**src/rtl/uart_tx_ctrl.sv**
```systemverilog
// UART transmit sequencer: builds a start/data/parity/stop frame and paces an 11-bit MSB-first PISO.
// Define UART_TX_PARITY_EN to put even parity in frame bit 1; otherwise bit 1 is a second stop bit.
module uart_tx_ctrl #(
    parameter int DW       = 11,
    parameter int BAUD_DIV = 5208
) (
    input  logic          clk,
    input  logic          reset,
    input  logic [7:0]    tx_data,
    input  logic          tx_start,
    output logic          tx_ready,
    output logic          tx_done,
    output logic [DW-1:0] piso_data,
    output logic          piso_enb,
    output logic          piso_load,
    output logic          piso_shift,
    output logic          piso_fsm_reset
);
    localparam int            BW        = $clog2(BAUD_DIV);
    localparam logic [BW-1:0] BAUD_LAST = BW'(BAUD_DIV - 1);
    localparam logic [3:0]    BIT_LAST  = 4'(DW - 1);

    typedef enum logic [1:0] {
        IDLE = 2'd0,
        LOAD = 2'd1,
        SEND = 2'd2,
        DONE = 2'd3
    } state_t;

    state_t        state_reg;
    logic [BW-1:0] baud_cnt_reg;
    logic [3:0]    bit_cnt_reg;
    logic [DW-1:0] frame_reg;

    logic [7:0]    data_rev;
    logic          parity_bit;
    logic [DW-1:0] frame_next;
    logic          baud_tc;

    // The PISO shifts MSB-first, so the byte is bit-reversed to leave the line LSB-first.
    genvar gi;
    generate
        for (gi = 0; gi < 8; gi++) begin : g_rev
            assign data_rev[7-gi] = tx_data[gi];
        end
    endgenerate

`ifdef UART_TX_PARITY_EN
    assign parity_bit = ^tx_data;
`else
    assign parity_bit = 1'b1;
`endif

    assign frame_next = {1'b0, data_rev, parity_bit, 1'b1};
    assign baud_tc    = (baud_cnt_reg == BAUD_LAST);

    always_ff @(posedge clk or negedge reset) begin
        if (!reset) begin
            state_reg    <= IDLE;
            baud_cnt_reg <= '0;
            bit_cnt_reg  <= '0;
            frame_reg    <= '0;
        end else begin
            case (state_reg)
                IDLE: begin
                    if (tx_start) begin
                        frame_reg <= frame_next;
                        state_reg <= LOAD;
                    end
                end
                LOAD: begin
                    baud_cnt_reg <= '0;
                    bit_cnt_reg  <= '0;
                    state_reg    <= SEND;
                end
                SEND: begin
                    if (baud_tc) begin
                        baud_cnt_reg <= '0;
                        if (bit_cnt_reg < BIT_LAST) begin
                            bit_cnt_reg <= bit_cnt_reg + 4'd1;
                        end else begin
                            state_reg <= DONE;
                        end
                    end else begin
                        baud_cnt_reg <= baud_cnt_reg + 1'b1;
                    end
                end
                DONE: begin
                    state_reg <= IDLE;
                end
                default: begin
                    state_reg <= IDLE;
                end
            endcase
        end
    end

    // The last bit period ends without a shift; the line returns high via fsm_reset in DONE.
    assign tx_ready       = (state_reg == IDLE);
    assign tx_done        = (state_reg == DONE);
    assign piso_load      = (state_reg == LOAD);
    assign piso_shift     = (state_reg == SEND) && baud_tc && (bit_cnt_reg < BIT_LAST);
    assign piso_enb       = piso_load | piso_shift;
    assign piso_fsm_reset = (state_reg != SEND);
    assign piso_data      = frame_reg;

endmodule
```
**config.mk**
```make
export PLATFORM = sky130hd
export DESIGN_NAME = uart_tx_ctrl
export DESIGN_NICKNAME = d
export VERILOG_FILES = /design/src/rtl/uart_tx_ctrl.sv
export SDC_FILE = /design/constraint.sdc
export NUM_CORES = 1
export LEC_CHECK = 0
export ABC_AREA = 0
export BUFFER_PORTS_ARGS = -buffer_cell sky130_fd_sc_hd__buf_2
export CAP_MARGIN = 10
export CORE_AREA = 2 2 59 61
export CTS_BUF_LIST = sky130_fd_sc_hd__clkbuf_8
export DETAILED_ROUTE_END_ITERATION = 6
export DIE_AREA = 0 0 61 63
export HOLD_SLACK_MARGIN = 0.15
export PLACE_DENSITY = 0.74
export SETUP_SLACK_MARGIN = 0.2
export SLEW_MARGIN = 30
export SYNTH_ARGS = -nofsm -noshare
export SYNTH_HDL_FRONTEND = slang
export SYNTH_SLANG_ARGS = --single-unit
```
**constraint.sdc**
```tcl
create_clock -name clk -period 3.08 [get_ports clk]
set_input_delay 0.924 -clock clk [delete_from_list [all_inputs] [get_ports clk]]
set_output_delay 0.924 -clock clk [all_outputs]
set_load 0.02 [all_outputs]
```
# After elaboration in Yosys (flattened, before gate mapping)
# Cells that the tools add are included.
# op_classes
n_addsub	2
n_lt_le_gt_ge	1
eq_ne	9
mux	9
n_bitwise	1
n_reduce_logical	7
# ops
operator	count
case mux 13 bit (2 select lines)	1
adder 13 x 1 -> 13 bit (second input constant)	1
== test 13 bit (second input constant)	1
two-way mux 13 bit	1
two-way mux 4 bit	2
!= test 2 bit (second input constant)	4
case mux 2 bit (4 select lines)	1
case mux 4 bit (2 select lines)	1
two-way mux 2 bit	3
AND reduction 3 bit	2
adder 4 x 1 -> 4 bit (second input constant)	1
== test 2 bit (second input constant)	2
< comparator 4 bit (second input constant)	1
== test 2 x 1 -> 1 bit (second input constant)	1
logical AND 1 bit	2
zero test 2 bit	1
!= test 2 x 1 -> 1 bit (second input constant)	1
AND reduction 2 bit	1
nonzero test 2 bit	1
OR 1 bit	1
# totals
reg_bits	29
inputBits	11
out_inout_bits	17
elab_cells	33

# Longest topological paths before layout
# Gate-level depths: netlist of run 1.
# logic_depth
depth_word	4
ltp_mapped	7
ltp_nobuf	6

# Least setup slack after synthesis of run 1
# No wires, ideal clock.
# synth_timing
kind	reg2out
from	register baud_cnt_reg[8]
to	output port piso_enb
arrival_time_ns	2.073
required_ns	2.156
setup_slack_ns	0.083
stages_incl_launch_ff	6
path_buffers	1
cell_sequence	dfrtp_1 -> or4b_1 -> or3_1 -> clkbuf_2 -> nor2_1 -> or2_2
# synth_between
elab_chain_cells	4
# synth_rtl
item	line_no	source
start: declaration	31	logic [BW-1:0] baud_cnt_reg;
start signal: assignment	85	baud_cnt_reg <= baud_cnt_reg + 1'b1;
== test 13 bit	55	assign baud_tc = (baud_cnt_reg == BAUD_LAST);
logical AND 1 bit (2 in a row)	102	assign piso_shift = (state_reg == SEND) && baud_tc && (bit_cnt_reg < BIT_LAST);
named net piso_shift	16	output logic piso_shift,
OR 1 bit	103	assign piso_enb = piso_load | piso_shift;
end: declaration	14	output logic piso_enb,
# The timed path passes the listed nets, and every way through them passes these cells.

# Worst setup path in the final report of run 1
# layout_timing
from	register baud_cnt_reg[3]
to	output port piso_enb
# layout_between
elab_chain_cells	4
# layout_rtl
item	line_no
== test 13 bit	55
logical AND 1 bit (2 in a row)	102
OR 1 bit	103
# No other way between the ends.

==> results of run 1 <==
power groups by stage:
stage                     clock (mW)  combinational (mW)  sequential [mW]
final                          0.289               0.596            0.485
after detailed placement           0               0.577            0.494
after global routing           0.312               0.669            0.496
after CTS                      0.299               0.596            0.486
after global placement             0               0.569            0.489
after floorplan                    0               0.348            0.558
timing repair:
action,in CTS,in global routing
setup endpoints to repair,2,2
endpoints found under the hold margin,0,0
buffers inserted,6,0
pin swaps,4,1
gates resized for setup,6,0
cell families (layout without fill, tap and decap cells):
kind of cell    after synthesis  after routing  synth area share, %
fa+ha+maj                     7              7                 6.23
xor+xnor                      8              8                 4.99
other cells                   1              1                0.267
simple gates                 48             48                 17.7
buf+inv                      12             43                 3.83
mux                          10             10                 7.93
compound gates               20             20                 9.17
flops                        28             28                 49.9
worst paths after layout:
path / start / to / slack, ns / depth (start not counted)
max: baud_cnt_reg[3] / piso_enb / 0.19 / 5
min in group asynchronous: reset / bit_cnt_reg[0] / 0.65 / 1
max reg2reg: baud_cnt_reg[3] / baud_cnt_reg[9] / 0.81 / 5
min: piso_data[1] / piso_data[1] / 0.49 / 1
max in group asynchronous: reset / baud_cnt_reg[1] / 2.02 / 1
min reg2reg: piso_data[1] / piso_data[1] / 0.49 / 1
Yosys cell counts (all sizes together):
cell type,n
a21boi,1
a21o,1
a21oi,3
a22o,2
a32o,1
and3,2
buf,2
clkbuf,3
conb,1
dfrtp,28
ha,7
inv,7
mux2,9
mux2i,1
nand2,11
nand2b,2
nand3,3
nand4,3
nand4b,1
nor2,11
nor2b,2
nor3,4
nor4,4
o21ai,8
o22ai,1
o2bb2ai,1
o31ai,2
or2,1
or3,1
or4,1
or4b,1
or4bb,1
xnor2,6
xor2,2
layout make-up:
type	instances	area [um2]
Clock buffer	3	41.3
Clock inverter	1	30.0
Fill cell	288	1530
Inverter	7	26.3
Multi-Input combinational cell	94	669
Sequential cell	28	701
Tap cell	46	57.6
Timing Repair Buffer	32	181
critical path: cells and delay by family, from the launching register on:
family / cells / cell delay, ns
DFF: 1 / 0.39
buffers and inverters: 1 / 0.10
and+or+nand+nor: 4 / 1.20
layer usage:
layer	GRT usage (%)	up-vias	share of wire (%)
met4	4.89	0	1.6
met2	27.2	19	52
met5	0	-	0
li1	-	525	-
met1	19.8	559	43
met3	3.11	5	2.7
layout by cell type (no fill, tap or decap), types with 2 or more instances in the layout:
| cell | netlist | routed |
|---|---|---|
| nand2_1 | 11 | 11 |
| and3_1 | 2 | 2 |
| nand4_1 | 3 | 3 |
| a21oi_1 | 3 | 3 |
| nand3_1 | 3 | 3 |
| xnor2_1 | 6 | 6 |
| nor3_1 | 4 | 4 |
| nor2_1 | 11 | 10 |
| buf_4 | 2 | 6 |
| buf_2 | 0 | 25 |
| dfrtp_1 | 28 | 28 |
| o21ai_0 | 8 | 8 |
| xor2_1 | 2 | 2 |
| ha_1 | 7 | 7 |
| clkbuf_8 | 0 | 3 |
| nand2b_1 | 2 | 2 |
| nor4_1 | 4 | 4 |
| o31ai_1 | 2 | 2 |
| inv_1 | 7 | 7 |
| nor2b_1 | 2 | 2 |
| mux2_2 | 9 | 9 |
per-stage QoR:
stage / util [%] / std cells / total power [mW] / cell area (um2) / worst slack [ns]
6_report: 52.8 / 211 / 1.37 / 1710 / 0.194
5_1_grt: 52.8 / 211 / 1.48 / 1710 / 0.132
4_1_cts: 52.8 / 211 / 1.38 / 1710 / 0.168
3_5_place_dp: 48.5 / 201 / 1.07 / 1570 / 0.224
3_3_place_gp: 48.5 / 201 / 1.06 / 1570 / 0.286
2_1_floorplan: - / 134 / 0.906 / 1410 / 0.236
==> metrics.md, run 1 <==
| Metric | Value |
|---|---|
| Rel. slew slack | 57.4% |
| Cell row count | 21 |
| Clock power frac | 21.1% |
| Worst slew pin tran | 0.633 ns |
| Leakage | 0.781 nW |
| Syn-to-layout area delta | 21.5% |
| Post-Route WL | 2.69 mm |
| Syn_area_per_cell | between 10 and 15 um2 |
| Layout Nets | 184 |
| CTS tree | built |
| Per-cell routed wire length | 12.8 um |
| Worst min path class | flop to flop |
| Largest net degree at the start of global routing | 29 |
| TritonCTS buffer count | 3 |
| Die Ht | 63 um |
| Power Dens Cells | 803 nW/um2 |
| WP data arrival | ~2.0 ns |
| Tmin final | slightly below 3 ns |
| TritonRoute pass-1 iters | 4 |
| Initial Utilization | a little over two fifths |
| Root Buffer | clkbuf_8 |
| Crit Path Category | flop to primary output |
| Yosys top cell by area | dfrtp_1 |
| Finish-stage setup viols | 0 |
| Slew Limit Fails | 0 |
| Initial antenna violation count | 0 |
| Clock latency on the worst-skew pair | 0.27 ns |
| Clock sink total | 28 |
| Unrepaired setup endpoints after global routing | true |
| Psw | 0.534 mW |
| Dpl hpwl | ~2 mm |
| Startpoint types | flop |
| Worst stage delay on the critical path | 0.54 ns |
| Vias per std cell | between 5 and 6 |
| Core ar. | 3230 um2 |
| Net Sw Frac | between 30% and 40% |
| GRT Resource Usage Total | 16.0% |
| FMAX | between 300 and 400 MHz |
| Post-CTS Hold Fix Bufs | 0 |
| Clock slew at reported path FFs | 0.09 ns |
| Worst endpoint required time | 2.16 ns |
| Flop pwr share | 35.4% |
| Die Width | 61 um |
| Setup TNS | 0 ns |
| Final cycle utilization of the critical path | 93.7% |
| Max-cap violations | 0 |
| Seq/Total Area, Yosys | 49.9% |
| CP Capture Type | primary output |
| Largest cells by area after synthesis | dfrtp_1 50%, mux2_2 7.2%, ha_1 6.2% |
| Yosys warnings | 0 |
| Port Buffers | 26 |
| Outcome | finished clean |
| DR DRC count | 0 |
| DR iter-0 viols | 37 |
| Layout cell share with drive strength beyond 1 | 30.3% |
| Vias in the first global route | 1,086 |
| Vias post-DR | between 1,000 and 1,500 |
| Setup Skew | 0.00153 ns |
| Synth top area share | approximately half |
| First-pass GRT wire length | about 4.7 mm |
| WHS | 0.488 ns |
| Cells along the critical path | or4b_4, or3_4, nor2_4, or2_4, buf_6 |
| Maximum VDD drop | 209 uV |
| Internal | 0.836 mW |
| Synthesized area | 1410 um2 |
| Final ANT Viol Nets | 0 |
| Post-synthesis cell count | 134 |
| CP max FO | 3 |
| Max FFs per register | 13 |
| ANT cells | 0 |
| Final hold vios | 0 |
| Post-Syn Nets | 152 |
| Gpl congestion | 0.833 |
| Flops & latches, synth | 28 |
| Die area | 3840 um2 |
| Clock tree buffer depth | 2 |
| Gate power share | 43.5% |
| I/O Pins | 28 |
| Critical-path cell with the highest stage delay | or4b_4 |
| Cell variety after synth | 36 |
| Overflow left after global routing | 0 |
| H-tree levels | 1 |
(Power assumes the default switching activity.)
==> inputs of run 2 (changes only) <==
- BUFFER_PORTS_ARGS: -buffer_cell sky130_fd_sc_hd__buf_2 -> -buffer_cell sky130_fd_sc_hd__buf_4
- CTS_BUF_LIST: sky130_fd_sc_hd__clkbuf_8 -> sky130_fd_sc_hd__clkbuf_4
- SETUP_SLACK_MARGIN: 0.2 -> 0.02
==> run 2 against run 1 <==
Net effect: die area unchanged; via count stayed put; critical path depth stayed put; total power rose by 0.20%; sequential share of layout area decreased by 1.6 points; register-to-register slack got worse by 0.06 ns.
==> metrics.md, run 2 (synthesis gave the netlist of run 1 again) <==
| Metric | Value |
|---|---|
| Commonest non-fill, non-tap cell in the layout | buf_4 |
| Max FFs per register | 13 |
| Per-cell routed wire length | between 10 and 15 um |
| TritonRoute pass-1 iters | 5 |
| Clock tree buffer depth | 2 |
| Clock sink total | 28 |
| Unrepaired setup endpoints after global routing | true |
| First-pass GRT wire length | 4.82 mm |
| Initial antenna violation count | 0 |
| Port Buffers | 26 |
| Met3 Use GR | 3.11% |
| Dpl cell area | approximately 1600 um2 |
| R2R Setup Slk | 0.75 ns |
| Root Buffer | clkbuf_4 |
| Core ar. | 3230 um2 |
| Post-Route WL | a little under 3 mm |
| R2R cell count | 5 |
| GR peak layer | met2 |
| Worst slew pin tran | 0.666 ns |
| Layout cell share with drive strength beyond 1 | 32.0% |
| Vias in the first global route | 1,122 |
| Final ANT Viol Nets | 0 |
| WP data arrival | about 2.1 ns |
| Gpl congestion | roughly 0.81 |
| Buf/Inv on CP | 1 |
| Met1 GRT Util | 19.5% |
| Final WS setup | 0.0763 ns |
| CTS tree | built |
| Largest net degree at the start of global routing | 29 |
| Setup TNS | 0 ns |
| Overflow left after global routing | 0 |
| CP max FO | 5 |
| GRT Resource Usage Total | 16.2% |
| Tmin final | between 3 and 4 ns |
| Syn-to-layout area delta | 26.3% |
| Crit Path Category | flop to primary output |
| FMAX | 333 MHz |
| Cells along the critical path | or4bb_1, or3_4, nor2_4, or2_2, buf_4 |
| Most frequent cells in the layout | 36 x buf_4, 28 x dfrtp_1, 11 x nand2_1, 10 x nor2_1, 9 x mux2_2 |
| Finish-stage setup viols | 0 |
| Maximum VDD drop | 207 uV |
| Layout Nets | 188 |
| Worst endpoint required time | between 2 and 2.5 ns |
| Final hold vios | 0 |
| Final instance area | 1770 um2 |
| Largest delay share family, worst path | simple AND/OR/NAND/NOR gates |
| Power Total | 1.37 mW |
| Die Width | 61 um |
| Rel. slew slack | 55.6% |
| DR DRC count | 0 |
| Leakage | 0.814 nW |
| Levels on crit path | 5 |
| DP Worst Slack | 0.278 ns |
| Setup Skew | 0.00599 ns |
| I/O Pins | 28 |
| Startpoint types | flop |
| Clock slew at reported path FFs | 0.15 ns |
| DR iter-0 viols | 66 |
| Vias per std cell | 5.15 |
| Clock latency on the worst-skew pair | 0.33 ns |
| Initial Utilization | 43.5% |
| Die area | a little under 4000 um2 |
| Worst min path class | primary input to asynchronous set/reset pin |
| Dpl hpwl | roughly 2.1 mm |
| Critical-path cell with the highest stage delay | or4bb_1 |
| ANT cells | 0 |
| GR Util met2 | 27.6% |
| Cell row count | 21 |
| Worst stage delay on the critical path | 0.54 ns |
| Die Ht | 63 um |
| Vias post-DR | 1,108 |
| Max-cap violations | 0 |
| Final cycle utilization of the critical path | 97.5% |
| Slew Limit Fails | 0 |
| Power Dens Cells | about 770 nW/um2 |
| CP Capture Type | primary output |
| Outcome | finished clean |
| H-tree levels | 1 |
| TritonCTS buffer count | 3 |
==> run 2: timing repair <==
action                                  4_1_cts  5_1_grt
hold buffers                                  0        0
endpoints found under the setup margin        2        2
gates resized for setup                       3        1
buffers inserted                              1        8
pin swaps                                     0        1
==> run 2: path summary, 6_finish.rpt <==
path	from	to
worst max-delay path	baud_cnt_reg[11]	piso_enb
worst min-delay path	reset	baud_cnt_reg[7]
worst max register to register	baud_cnt_reg[11]	baud_cnt_reg[11]
worst min register to register	piso_data[1]	piso_data[1]
max in group asynchronous	reset	baud_cnt_reg[9]
min in group clk	piso_data[1]	piso_data[1]
==> run 2: area by class of cell <==
type                            count  area, um2
Fill cell                         286       1460
Timing Repair Buffer               36        270
Tap cell                           46       57.6
Inverter                            7       26.3
Clock inverter                      1       30.0
Clock buffer                        3       22.5
Sequential cell                    28        701
Multi-Input combinational cell     94        667
==> run 2: routing by layer <==
layer / share of wire [%] / up-vias
li1: - / 534
met1: 45 / 549
met2: 52 / 20
met3: 2.5 / 5
met4: 1.3 / 0
met5: 0 / -
==> run 2: worst register-to-register path, cell delays in order (launching register included) <==
cell and delay (ns):
dfrtp_1 0.41, or4bb_1 0.54, or3_4 0.43, buf_4 0.17, a21oi_1 0.55, nor2_1 0.12
==> run 2: through the flow <==
step | hold slack (ns) | utilization, % | instances
6_report | 0.477 | 54.9 | 215
5_1_grt | 0.483 | 54.9 | 215
4_1_cts | 0.487 | 52.9 | 207
3_5_place_dp | 0.482 | 50.7 | 202
3_3_place_gp | 0.476 | 50.7 | 202
2_1_floorplan | 0.460 | - | 134
==> run 2: where the power goes <==
part	internal [mW]	switching (mW)	total (mW)
logic	0.258	0.380	0.638
registers	0.443	0.0486	0.492
clock network	0.132	0.111	0.242
total	0.833	0.539	1.37
